**config.mk**
```make
export PLATFORM = sky130hd
export DESIGN_NAME = maze_path_serializer
export DESIGN_NICKNAME = d
export VERILOG_FILES = /design/src/rtl/maze_path_serializer.sv
export SDC_FILE = /design/constraint.sdc
export NUM_CORES = 1
export LEC_CHECK = 0
export ABC_AREA = 1
export BUFFER_PORTS_ARGS = -buffer_cell sky130_fd_sc_hd__buf_4
export CAP_MARGIN = 5
export CORE_AREA = 8 8 159 161
export CTS_CLUSTER_SIZE = 8
export DETAILED_ROUTE_END_ITERATION = 10
export DIE_AREA = 0 0 167 169
export MAX_ROUTING_LAYER = met4
export SYNTH_ARGS = -nofsm -noshare
export SYNTH_HDL_FRONTEND = slang
export SYNTH_SLANG_ARGS = --single-unit
```
**constraint.sdc**
```tcl
create_clock -name clk -period 2.1 [get_ports clk]
set_clock_uncertainty 0.1 [all_clocks]
set_input_delay 0.105 -clock clk [delete_from_list [all_inputs] [get_ports clk]]
set_output_delay 0.105 -clock clk [all_outputs]
set_load 0.01 [all_outputs]
```
**src/rtl/maze_path_serializer.sv**
```systemverilog
// Snapshots the solver's visited bitmap on a start edge and streams every set cell
// row-major over valid/ready. Optional macro MAZE_PATH_SERIALIZER_STALL_CNT_EN adds stall_cycles.
module maze_path_serializer #(
  parameter int SIZE = 9,
  parameter int N    = 4,
  parameter int CW   = 7
) (
  input  logic                clk,
  input  logic                rst_n,
  input  logic                start,
  input  logic [SIZE-1:0]     path [SIZE-1:0],
  output logic                out_valid,
  input  logic                out_ready,
  output logic [N-1:0]        out_x,
  output logic [N-1:0]        out_y,
  output logic                out_last,
  output logic                busy,
  output logic                finished,
  output logic [CW-1:0]       cell_count
`ifdef MAZE_PATH_SERIALIZER_STALL_CNT_EN
  ,
  output logic [15:0]         stall_cycles
`endif
);

  localparam int CELLS = SIZE * SIZE;
  localparam int IW    = (CELLS > 1) ? $clog2(CELLS) : 1;

  typedef enum logic [1:0] {IDLE, SCAN, EMIT, DONE} state_t;

  state_t            state_reg, state_next;
  logic              start_d_reg;
  logic [CELLS-1:0]  snap_reg, snap_next;
  logic [CELLS-1:0]  path_flat;
  logic [CELLS-1:0]  cur_mask;
  logic [N-1:0]      sx_reg, sx_next, sy_reg, sy_next;
  logic [N-1:0]      sx_adv, sy_adv;
  logic [IW-1:0]     idx_reg, idx_next;
  logic              valid_reg, valid_next, last_reg, last_next;
  logic [N-1:0]      x_reg, x_next, y_reg, y_next;
  logic              busy_reg, busy_next, fin_reg, fin_next;
  logic [CW-1:0]     count_reg, count_next;
  logic              start_edge, cur_set, others_set, at_end, handshake;

  // Flatten the bitmap so bit y*SIZE+x tracks the row-major scan index.
  genvar gi;
  generate
    for (gi = 0; gi < SIZE; gi++) begin : g_flat
      assign path_flat[gi*SIZE +: SIZE] = path[gi];
    end
  endgenerate

  assign start_edge = start && !start_d_reg;
  assign cur_mask   = {{(CELLS-1){1'b0}}, 1'b1} << idx_reg;
  assign cur_set    = |(snap_reg & cur_mask);
  assign others_set = |(snap_reg & ~cur_mask);
  assign at_end     = (idx_reg == IW'(CELLS-1));
  assign handshake  = valid_reg && out_ready;
  assign sx_adv     = (sx_reg == N'(SIZE-1)) ? '0 : sx_reg + N'(1);
  assign sy_adv     = (sx_reg == N'(SIZE-1)) ? sy_reg + N'(1) : sy_reg;

  always_ff @(posedge clk or negedge rst_n) begin
    if (!rst_n) begin
      state_reg   <= IDLE;
      start_d_reg <= 1'b0;
      snap_reg    <= '0;
      sx_reg      <= '0;
      sy_reg      <= '0;
      idx_reg     <= '0;
      valid_reg   <= 1'b0;
      last_reg    <= 1'b0;
      x_reg       <= '0;
      y_reg       <= '0;
      busy_reg    <= 1'b0;
      fin_reg     <= 1'b0;
      count_reg   <= '0;
    end else begin
      state_reg   <= state_next;
      start_d_reg <= start;
      snap_reg    <= snap_next;
      sx_reg      <= sx_next;
      sy_reg      <= sy_next;
      idx_reg     <= idx_next;
      valid_reg   <= valid_next;
      last_reg    <= last_next;
      x_reg       <= x_next;
      y_reg       <= y_next;
      busy_reg    <= busy_next;
      fin_reg     <= fin_next;
      count_reg   <= count_next;
    end
  end

  always_comb begin
    state_next = state_reg;
    snap_next  = snap_reg;
    sx_next    = sx_reg;
    sy_next    = sy_reg;
    idx_next   = idx_reg;
    valid_next = valid_reg;
    last_next  = last_reg;
    x_next     = x_reg;
    y_next     = y_reg;
    busy_next  = busy_reg;
    fin_next   = 1'b0;
    count_next = count_reg;
    case (state_reg)
      IDLE: begin
        if (start_edge) begin
          state_next = SCAN;
          snap_next  = path_flat;
          sx_next    = '0;
          sy_next    = '0;
          idx_next   = '0;
          count_next = '0;
          busy_next  = 1'b1;
        end
      end
      SCAN: begin
        if (cur_set) begin
          state_next = EMIT;
          valid_next = 1'b1;
          x_next     = sx_reg;
          y_next     = sy_reg;
          last_next  = !others_set;
        end else if (at_end) begin
          state_next = DONE;
        end else begin
          sx_next  = sx_adv;
          sy_next  = sy_adv;
          idx_next = idx_reg + IW'(1);
        end
      end
      EMIT: begin
        if (handshake) begin
          snap_next  = snap_reg & ~cur_mask;
          valid_next = 1'b0;
          last_next  = 1'b0;
          if (count_reg != {CW{1'b1}}) count_next = count_reg + CW'(1);
          if (last_reg) begin
            state_next = DONE;
          end else begin
            // The wrap cannot overrun: a non-last beat always has a later set cell.
            state_next = SCAN;
            sx_next    = sx_adv;
            sy_next    = sy_adv;
            idx_next   = idx_reg + IW'(1);
          end
        end
      end
      DONE: begin
        fin_next   = 1'b1;
        busy_next  = 1'b0;
        state_next = IDLE;
      end
      default: state_next = IDLE;
    endcase
  end

  assign out_valid  = valid_reg;
  assign out_x      = x_reg;
  assign out_y      = y_reg;
  assign out_last   = last_reg;
  assign busy       = busy_reg;
  assign finished   = fin_reg;
  assign cell_count = count_reg;

`ifdef MAZE_PATH_SERIALIZER_STALL_CNT_EN
  logic [15:0] stall_reg, stall_next;

  always_comb begin
    stall_next = stall_reg;
    if (state_reg == IDLE && start_edge) begin
      stall_next = '0;
    end else if (valid_reg && !out_ready && stall_reg != 16'hFFFF) begin
      stall_next = stall_reg + 16'd1;
    end
  end

  always_ff @(posedge clk or negedge rst_n) begin
    if (!rst_n) stall_reg <= '0;
    else        stall_reg <= stall_next;
  end

  assign stall_cycles = stall_reg;
`endif

endmodule

```
==> impl_metrics.toml, run 1 <==
[routing]
wire_per_inst_um = 17.1
ant_nets = 0
vias = 9224
avgViaCountPerCell = 5.12
drt_pass1_iterations = 7
dr.first_iter.drc_count = 801
route.final.wire_length_um = 30800
drcViolationCount = 0

[power]
net-switching-power_mw = 7.01
power.share.clock = 0.188
power_switching_share = 0.427
power_leakage_nw = 6.09
combinational_power_share = 0.551
pwr-share-seq = 0.261
power.total_mw = 16.4
power_density_nw_per_um2 = 1310
internal_power_mw = 9.41
max-vdd-ir-drop_mv = 0.645

[worst_hold_path]
hold_start = "out_ready"
timing.hold.worst.class = "in -> reg"
hold_depth = 6
hold_end = "out_last"

[global_routing]
gr-total-overflow = 0
grt_start_max_net_pins = 62
antenna_found_initial = 0
grt_first_pass_wirelength_um = 48100
grt_use_total = 0.220
grt_pass1_vias = 8980

[sta]
grt_setup_unrepaired = "true"
period_minus_slack_ns = 2.52
tightest_slew_ns = 0.630
timing.slew.headroom = 0.580
report.final.slew_viol_count = 0
post-route-period-util = 1.20
holdWs_ns = 0.0479
finalSetupViolations = 27
hold_viol = 0
achievable-frequency_mhz = 397
final.setup.worst_slack_ns = -0.419

[yosys]
netlist_top_cells_area = "sky130_fd_sc_hd__dfrtp_1 (38%), sky130_fd_sc_hd__nand2_1 (17%), sky130_fd_sc_hd__o21ai_0 (7.0%)"
mappedNetlistNets = 1254
post_syn_instances = 1153
synthDistinctLibCells = 34
yosys-top-cells-count = "sky130_fd_sc_hd__nand2_1 (346), sky130_fd_sc_hd__dfrtp_1 (118), sky130_fd_sc_hd__nor2_1 (114)"
post-synth-top-count-cell = "sky130_fd_sc_hd__nand2_1"
synth-edff-count = 0
ys_seq_elements = 118
count_of_yosys_warnings_during_synthesis = 0
yosys.area.top_type = "sky130_fd_sc_hd__dfrtp_1"
sequential_area_share_after_synthesis = 0.376
ys_dominant_reg_cell = "sky130_fd_sc_hd__dfrtp_1"
synth_top_cell_area_share = 0.376
synth.avg_cell_area_um2 = 6.81
synthesis.area_um2 = 7850
synth_async_sr_flop_share = 1.00

[setup_path]
worstSetupEndpointType = "flip-flop"
critPathLaunchType = "flip-flop"
critPathSlowestCell = "sky130_fd_sc_hd__dfrtp_2"
timing.rr.start = "idx_reg[0]"
cp_max_fo = 10
rr_endpoint = "sx_reg[3]"
criticalPathCategory = "reg -> reg"
path_common_cell = "sky130_fd_sc_hd__nor2_2"
required_ns = 2.31
critPathArrivalTime_ns = 2.73
worstRegToRegCells = 17
crit_chain = "ha_4, ha_4, inv_1, nor2_2, nand3_1, nand2_1, nor2_1, nand2_1, nor2_2, inv_1, nor2_2, nand2_2, nand2_8, nand2_8, buf_12, nand2_2, o21ai_2"
r2r_setup_slack_ns = -0.42
crit_path_max_incr_delay_ns = 0.47

[clock_tree]
clockRootBuffer = "sky130_fd_sc_hd__clkbuf_16"
clockBufferDepth = 2
clkLatencyLatePin_ns = 0.42
cts.sink_count = 118
cts_made_buffers = 17
cts_tree = "done"
cts-htree-levels = 4
cts.reportedPaths.clkPinSlew_ns = 0.06

[die]
design.portCount = 104
initial_utilization = 0.343
die_area_um2 = 28200
core.rowCount = 56
core_area_um2 = 22900
die_w_um = 167
floorplan.die.height_um = 169

[outcome]
run_status = "finished, violations left"
failed_checks = "setup timing"

[placement]
dp.final_hpwl_um = 22700
placement.io_buffers = 103
place.gp.congestion = 1.03
dpl-instance-area_um2 = 10400

[flow_run]
drv_cap = 0

[cells_and_area]
multi_input_area_um2 = 4880
syn2layout_area_growth_pct = 59.4
flip_flop_count_of_the_largest_register_all_copies_and_words_added = 81
num_antenna_cells = 0
post_route_cells_drive_above_1_share = 0.326
n_fill_cell = 2127
num-nets-final = 1600
register_area_um2 = 2960
utilization = 0.547
final_cell_area_um2 = 12500
[power groups by stage]
stage / Clock (mW) / Combinational [mW] / Sequential (mW)
after floorplan: 0 / 4.61 / 3.90
after global placement: 0 / 7.84 / 4.23
after detailed placement: 0 / 7.98 / 4.22
after CTS: 3.12 / 8.34 / 4.23
after global routing: 3.22 / 9.97 / 4.38
final: 3.08 / 9.04 / 4.29
[cell usage in the layout, fill, tap and decap left out, drive strengths merged]
master       netlist  final
dlygate4sd3        0     83
nor3b              2      2
ha                16     16
o211ai             7      7
clkbuf            29     25
nand3             97     97
nand2            351    351
xnor2              2      2
o21ai            123    123
buf               35    305
or2                3      3
o21a              29     29
a21oi             80     80
clkinvlp           0      2
clkinv             0      5
a22oi              1      1
o22ai              7      7
inv               78     77
nor2             118    118
nand4             26     26
xor2               3      3
o21bai             1      1
bufinv             0      4
dfrtp            118    118
nor3              25     25
nor4               2      2
[worst max-delay path, delay by kind of cell (launching register included)]
kind / cells / cell delay [ns]
and+or+nand+nor: 11 / 1.06
DFF: 1 / 0.47
adders and majority gates: 2 / 0.39
buffers and inverters: 3 / 0.31
AOI/OAI and AO/OA: 1 / 0.05
[how the worst max path moves through the flow]
stage | startpoint | endpoint | slack (ns) | cells after the start
after floorplan | idx_reg[0] | idx_reg[0] | -0.03 | 17
after global placement | idx_reg[0] | out_last | -0.63 | 14
after detailed placement | idx_reg[0] | out_last | -0.60 | 14
after CTS | idx_reg[0] | idx_reg[0] | -0.33 | 17
after global routing | idx_reg[0] | out_last | -0.51 | 15
final | idx_reg[0] | sx_reg[3] | -0.42 | 17
[area by class of cell]
class                           instances  area share
Tap cell                              290      0.0290
Timing Repair Buffer                  391       0.272
Sequential cell                       118       0.236
Clock buffer                           22      0.0363
Multi-Input combinational cell        893       0.390
Clock inverter                         10      0.0122
Inverter                               78      0.0247
[per-layer routing]
metal  global-route usage  wire, µm  up-vias
li1                     -         -     4510
met5                    -         0        -
met3               0.0317      2000       38
met4               0.0662       509        0
met1                0.302     14500     4337
met2                0.330     13800      339
[through the flow]
step / setup TNS [ns] / std cells / setup slack, ns
2_1_floorplan: -0.226 / 1153 / -0.0290
3_3_place_gp: -12.69 / 1674 / -0.625
3_5_place_dp: -13.53 / 1674 / -0.603
4_1_cts: -7.63 / 1794 / -0.329
5_1_grt: -11.90 / 1802 / -0.513
6_report: -9.63 / 1802 / -0.419
[cells by family (layout without fill, tap and decap cells)]
kind of cell	count (synthesis)	after routing	synth area share
DFF	118	118	0.376
buffers and inverters	142	501	0.0800
and+or+nand+nor	624	624	0.336
xor gates and xnor gates	5	5	0.00558
AOI/OAI and AO/OA	248	248	0.177
adders and majority gates	16	16	0.0255
[what timing repair did]
action	4_1_cts	5_1_grt
hold endpoints to repair	118	0
hold buffers	83	0
resized for setup	73	95
pin swaps	11	33
setup endpoints to repair	30	45
cloned	0	3
setup buffers	5	5
Note: power is estimated with default switching activity, not from simulation.
==> run 2: changes to the inputs <==
- SETUP_SLACK_MARGIN: unset -> 0.3
==> run 2 against run 1 <==
Compared with the run above: the run still ends with setup timing left; final area up 14%; via count up 6.8%; power up 34%; critical path depth down 1; final cell count up 3.4%; clock-buffer cell count down 1; combinational power up 60%; die area unchanged; maximum frequency down 0.32%; register-to-register slack about the same; worst setup slack worse by 0.0081 ns; utilization up 7.9 points; critical endpoint is now out_last; largest cell class unchanged; largest power group unchanged.
==> impl_metrics.toml, run 2 (synthesis gave the netlist of run 1 again) <==
[global_routing]
grt_first_pass_wirelength_um = 55200
grt_use_total = 0.255
gr-total-overflow = 0
grt_start_max_net_pins = 43
grt_pass1_vias = 9839
antenna_found_initial = 0

[placement]
dpl-instance-area_um2 = 10400
place.gp.congestion = 0.993
numPlacedInstances = 1678
dp.final_hpwl_um = 22800
placement.io_buffers = 103

[power]
power_density_nw_per_um2 = 1540
power.total_mw = 22.1
internal_power_mw = 12.6
max-vdd-ir-drop_mv = 0.691
pwr-share-seq = 0.198
power_switching_share = 0.428
net-switching-power_mw = 9.44
power_leakage_nw = 6.68
combinational_power_share = 0.657
power.share.clock = 0.145

[setup_path]
worstSetupEndpointType = "flip-flop"
critPathSlowestCell = "sky130_fd_sc_hd__dfrtp_1"
required_ns = 2.37
path_common_cell = "sky130_fd_sc_hd__nand2_1"
crit_path_max_incr_delay_ns = 0.41
critPathTopFamily = "simple AND/OR/NAND/NOR gates"
critPathLaunchType = "flip-flop"
critical_path_buf_inv_count = 4
crit_chain = "inv_2, ha_4, nand2_2, buf_6, nor2_4, nand2_2, o21ai_0, buf_4, nand2_1, inv_1, nand4_1, nor2_1, nand2_1, nor2_4, nand3_1, nand2_1"
critPathArrivalTime_ns = 2.79
cp_max_fo = 4
criticalPathCategory = "reg -> reg"

[sta]
finalSetupViolations = 27
report.final.slew_viol_count = 0
post-route-period-util = 1.20
period_minus_slack_ns = 2.53
tightest_slew_ns = 0.607
final.setup.worst_slack_ns = -0.427
achievable-frequency_mhz = 396
setup-tns-final_ns = -10.15
grt_setup_unrepaired = "true"
hold_viol = 0
timing.slew.headroom = 0.595

[routing]
wire_per_inst_um = 19.2
drcViolationCount = 0
ant_nets = 0
vias = 9849
dr.first_iter.drc_count = 915
drt_pass1_iterations = 5
route.final.wire_length_um = 35800
avgViaCountPerCell = 5.28

[cells_and_area]
flip_flop_count_of_the_largest_register_all_copies_and_words_added = 81
post_route_cells_drive_above_1_share = 0.429
num-nets-final = 1662
syn2layout_area_growth_pct = 82.4
instances_no_fill = 1864
final_cell_area_um2 = 14300
layout_commonest_cell = "sky130_fd_sc_hd__nand2_1"
num_antenna_cells = 0
mostFrequentLayoutCells = "sky130_fd_sc_hd__nand2_1 (302), sky130_fd_sc_hd__buf_4 (278), sky130_fd_sc_hd__dfrtp_1 (112)"
utilization = 0.625

[outcome]
run_status = "finished, violations left"
failed_checks = "setup timing"

[clock_tree]
clkLatencyLatePin_ns = 0.42
cts.sink_count = 118
clockBufferDepth = 2
cts-htree-levels = 4
cts_tree = "done"
cts.reportedPaths.clkPinSlew_ns = 0.06
cts_made_buffers = 17
clockRootBuffer = "sky130_fd_sc_hd__clkbuf_16"

[die]
design.portCount = 104
initial_utilization = 0.343
die_area_um2 = 28200
core.rowCount = 56
core_area_um2 = 22900
die_w_um = 167
floorplan.die.height_um = 169

[worst_hold_path]
timing.hold.worst.class = "in -> async"

[flow_run]
drv_cap = 0
==> run 2: cell type report <==
class / instances / area (µm²)
Multi-Input combinational cell: 896 / 5600
Clock buffer: 21 / 450
Fill cell: 1906 / 8580
Inverter: 78 / 314
Sequential cell: 118 / 2960
Tap cell: 290 / 363
Clock inverter: 11 / 174
Timing Repair Buffer: 450 / 4470
==> run 2: final timing paths <==
check / from / end / slack (ns) / depth (start not counted)
max: idx_reg[0] / out_last / -0.43 / 16
min: rst_n / snap_reg[7] / 0.13 / 2
max reg2reg: idx_reg[0] / out_last / -0.43 / 16
min reg2reg: out_y[0] / out_y[0] / 0.40 / 2
max in group asynchronous: rst_n / snap_reg[18] / 1.17 / 3
min in group clk: out_ready / state_reg[0] / 0.26 / 8
==> run 2: stage by stage <==
stage	worst slack, ns	hold WS (ns)
after floorplan	-0.00623	-0.291
after global placement	-0.685	0.0663
after detailed placement	-0.666	0.0570
after CTS	-0.327	0.146
after global routing	-0.549	0.180
final	-0.427	0.129
==> run 2: power by group through the flow <==
stage	Clock [mW]	Sequential, mW	Combinational, mW
floorplan	0	3.90	4.78
global placement	0	4.21	7.88
detailed placement	0	4.20	8.02
CTS	3.21	4.25	12.7
global route	3.29	4.45	15.4
finish	3.19	4.37	14.5
==> run 2: worst reg2reg max path, cell delays in order, from the launching register on <==
cell and delay (ns):
sky130_fd_sc_hd__dfrtp_1 0.41, sky130_fd_sc_hd__inv_2 0.13, sky130_fd_sc_hd__ha_4 0.18, sky130_fd_sc_hd__nand2_2 0.07
sky130_fd_sc_hd__buf_6 0.14, sky130_fd_sc_hd__nor2_4 0.19, sky130_fd_sc_hd__nand2_2 0.09, sky130_fd_sc_hd__o21ai_0 0.19
sky130_fd_sc_hd__buf_4 0.15, sky130_fd_sc_hd__nand2_1 0.07, sky130_fd_sc_hd__inv_1 0.07, sky130_fd_sc_hd__nand4_1 0.14
sky130_fd_sc_hd__nor2_1 0.14, sky130_fd_sc_hd__nand2_1 0.10, sky130_fd_sc_hd__nor2_4 0.14, sky130_fd_sc_hd__nand3_1 0.08
sky130_fd_sc_hd__nand2_1 0.06
==> run 2: what timing repair did <==
action,4_1_cts,5_1_grt
endpoints found under the setup margin,113,115
pin swaps,51,42
hold endpoints to repair,122,0
resized for setup,299,160
setup buffers,32,16
gates cloned,20,3
hold buffers,83,0
==> run 2: layer usage <==
metal  wire length (µm)  share of wire  vias up  global-route usage
li1                   -              -     4665                   -
met1              15700           0.44     4752               0.335
met2              16800           0.47      372               0.403
met3               2450          0.069       60              0.0429
met4                819          0.023        0              0.0650
met5                  0              0        -                   -
==> run 3: changes to the inputs <==
- BUFFER_PORTS_ARGS: -buffer_cell sky130_fd_sc_hd__buf_4 -> unset
- DONT_BUFFER_PORTS: unset -> 1
- PLACE_DENSITY: unset -> 0.49
==> run 3 against run 2 <==
Compared with the run above: the flow finishes with violations (hold timing, setup timing); register-to-register slack worse by 0.02 ns; final area shrank 9.5%; worst setup slack worse by 0.015 ns; clock power shrank 7.8%; clock-buffer cell count grew 1; hold slack got worse by 0.85 ns; first-iteration DRC count rose by 3.3%; combinational power is 9% lower; critical path type unchanged; power is 6.8% lower.
==> impl_metrics.toml, run 3 (synthesis gave the netlist of run 1 again) <==
[setup_path]
critPathLaunchType = "flip-flop"
required_ns = 2.31
critPathArrivalTime_ns = 2.76
critPathTopFamily = "simple AND/OR/NAND/NOR gates"
critical_path_buf_inv_count = 3
path_common_cell = "sky130_fd_sc_hd__nand2_1"
crit_chain = "ha_4, buf_4, nand2_8, nor2_1, buf_4, nand3_1, nand2_1, nor2_1, nand2_1, nor2_1, nand2_1, nor2_2, nand2_2, nand2_8, clkinvlp_4, nand2_1, nand2_1"
criticalPathCategory = "reg -> reg"
crit_path_max_incr_delay_ns = 0.47
r2r_setup_slack_ns = -0.44
cp_max_fo = 6
worstSetupEndpointType = "flip-flop"
critPathSlowestCell = "sky130_fd_sc_hd__dfrtp_2"

[sta]
finalSetupViolations = 27
grt_setup_unrepaired = "true"
final.setup.worst_slack_ns = -0.443
holdWs_ns = -0.726
period_minus_slack_ns = 2.54
hold_viol = 119
timing.slew.headroom = 0.669
report.final.slew_viol_count = 0
tightest_slew_ns = 0.495
achievable-frequency_mhz = 393
post-route-period-util = 1.21

[global_routing]
grt_use_total = 0.246
grt_pass1_vias = 8823
grt_start_max_net_pins = 119
gr-total-overflow = 0
grt_first_pass_wirelength_um = 52200
antenna_found_initial = 1

[cells_and_area]
layout_commonest_cell = "sky130_fd_sc_hd__nand2_1"
mostFrequentLayoutCells = "sky130_fd_sc_hd__nand2_1 (315), sky130_fd_sc_hd__buf_4 (162), sky130_fd_sc_hd__dfrtp_1 (114)"
syn2layout_area_growth_pct = 65.1
n_fill_cell = 2067
num-nets-final = 1524
register_area_um2 = 2960
multi_input_area_um2 = 5390
post_route_cells_drive_above_1_share = 0.349
flip_flop_count_of_the_largest_register_all_copies_and_words_added = 81

[routing]
avgViaCountPerCell = 5.29
wire_per_inst_um = 19.9
drt_pass1_iterations = 6
drcViolationCount = 0
dr.first_iter.drc_count = 945
route.final.wire_length_um = 34400
vias = 9124
ant_nets = 0

[die]
design.portCount = 104
core_area_um2 = 22900
die_area_um2 = 28200
initial_utilization = 0.343
core.rowCount = 56
die_w_um = 167
floorplan.die.height_um = 169

[outcome]
run_status = "finished, violations left"
failed_checks = "hold timing, setup timing"

[worst_hold_path]
timing.hold.worst.class = "in -> async"

[power]
power_leakage_nw = 5.92
power_density_nw_per_um2 = 1590
max-vdd-ir-drop_mv = 0.677

[clock_tree]
cts.reportedPaths.clkPinSlew_ns = 0.06
clkLatencyLatePin_ns = 0.43
clockRootBuffer = "sky130_fd_sc_hd__clkbuf_16"
cts-htree-levels = 4
cts_tree = "done"
cts_made_buffers = 17
clockBufferDepth = 2
cts.sink_count = 118
postCtsHoldBufs = 82

[placement]
place.gp.congestion = 0.968
place_ws_ns = -0.568
dp.final_hpwl_um = 21600
placement.io_buffers = 0

[flow_run]
drv_cap = 0
-- run 3: repair_timing --
item,in CTS,in global routing
cloned,22,2
resized for setup,196,168
setup buffers,32,5
pin swaps,44,70
hold endpoints to repair,204,118
endpoints found under the setup margin,112,115
-- run 3: report_power, final --
group | leakage [nW] | switching (mW) | total, mW | internal, mW
combinational | 4.20 | 6.64 | 13.2 | 6.59
clock | 0.282 | 1.12 | 2.94 | 1.82
sequential | 1.44 | 1.09 | 4.39 | 3.29
total | 5.92 | 8.86 | 20.6 | 11.7
-- run 3: path summary, 6_finish.rpt --
path,start,endpoint,cells past startpoint
max in group asynchronous,rst_n,cell_count[0],0
hold / removal,rst_n,snap_reg[43],0
setup reg to reg,idx_reg[0],out_y[1],17
setup / recovery,idx_reg[0],out_y[1],17
hold reg to reg,snap_reg[5],snap_reg[5],2
min in group clk,out_ready,out_valid,5
-- run 3: per-layer routing --
layer | GRT usage | routed length, µm
met4 | 0.0842 | 767
met2 | 0.367 | 15700
met5 | - | 0
met3 | 0.0552 | 2550
met1 | 0.324 | 15400
-- run 3: final cells by class --
class | count | area share
Sequential cell | 118 | 0.228
Multi-Input combinational cell | 895 | 0.416
Tap cell | 290 | 0.0280
Inverter | 78 | 0.0245
Clock buffer | 22 | 0.0366
Clock inverter | 8 | 0.00772
Antenna cell | 1 | 0.000193
Timing Repair Buffer | 313 | 0.259
-- run 3: through the flow --
step / std cells / util / instance area [µm²] / TNS (ns) / power, mW
after floorplan: 1153 / - / 8060 / -0.0372 / 8.68
after global routing: 1725 / 0.566 / 13000 / -14.78 / 21.7
final: 1725 / 0.566 / 13000 / -11.04 / 20.6
after detailed placement: 1551 / 0.414 / 9480 / -14.21 / 11.8
after global placement: 1551 / 0.414 / 9480 / -13.68 / 11.7
after CTS: 1717 / 0.539 / 12400 / -10.70 / 19.3
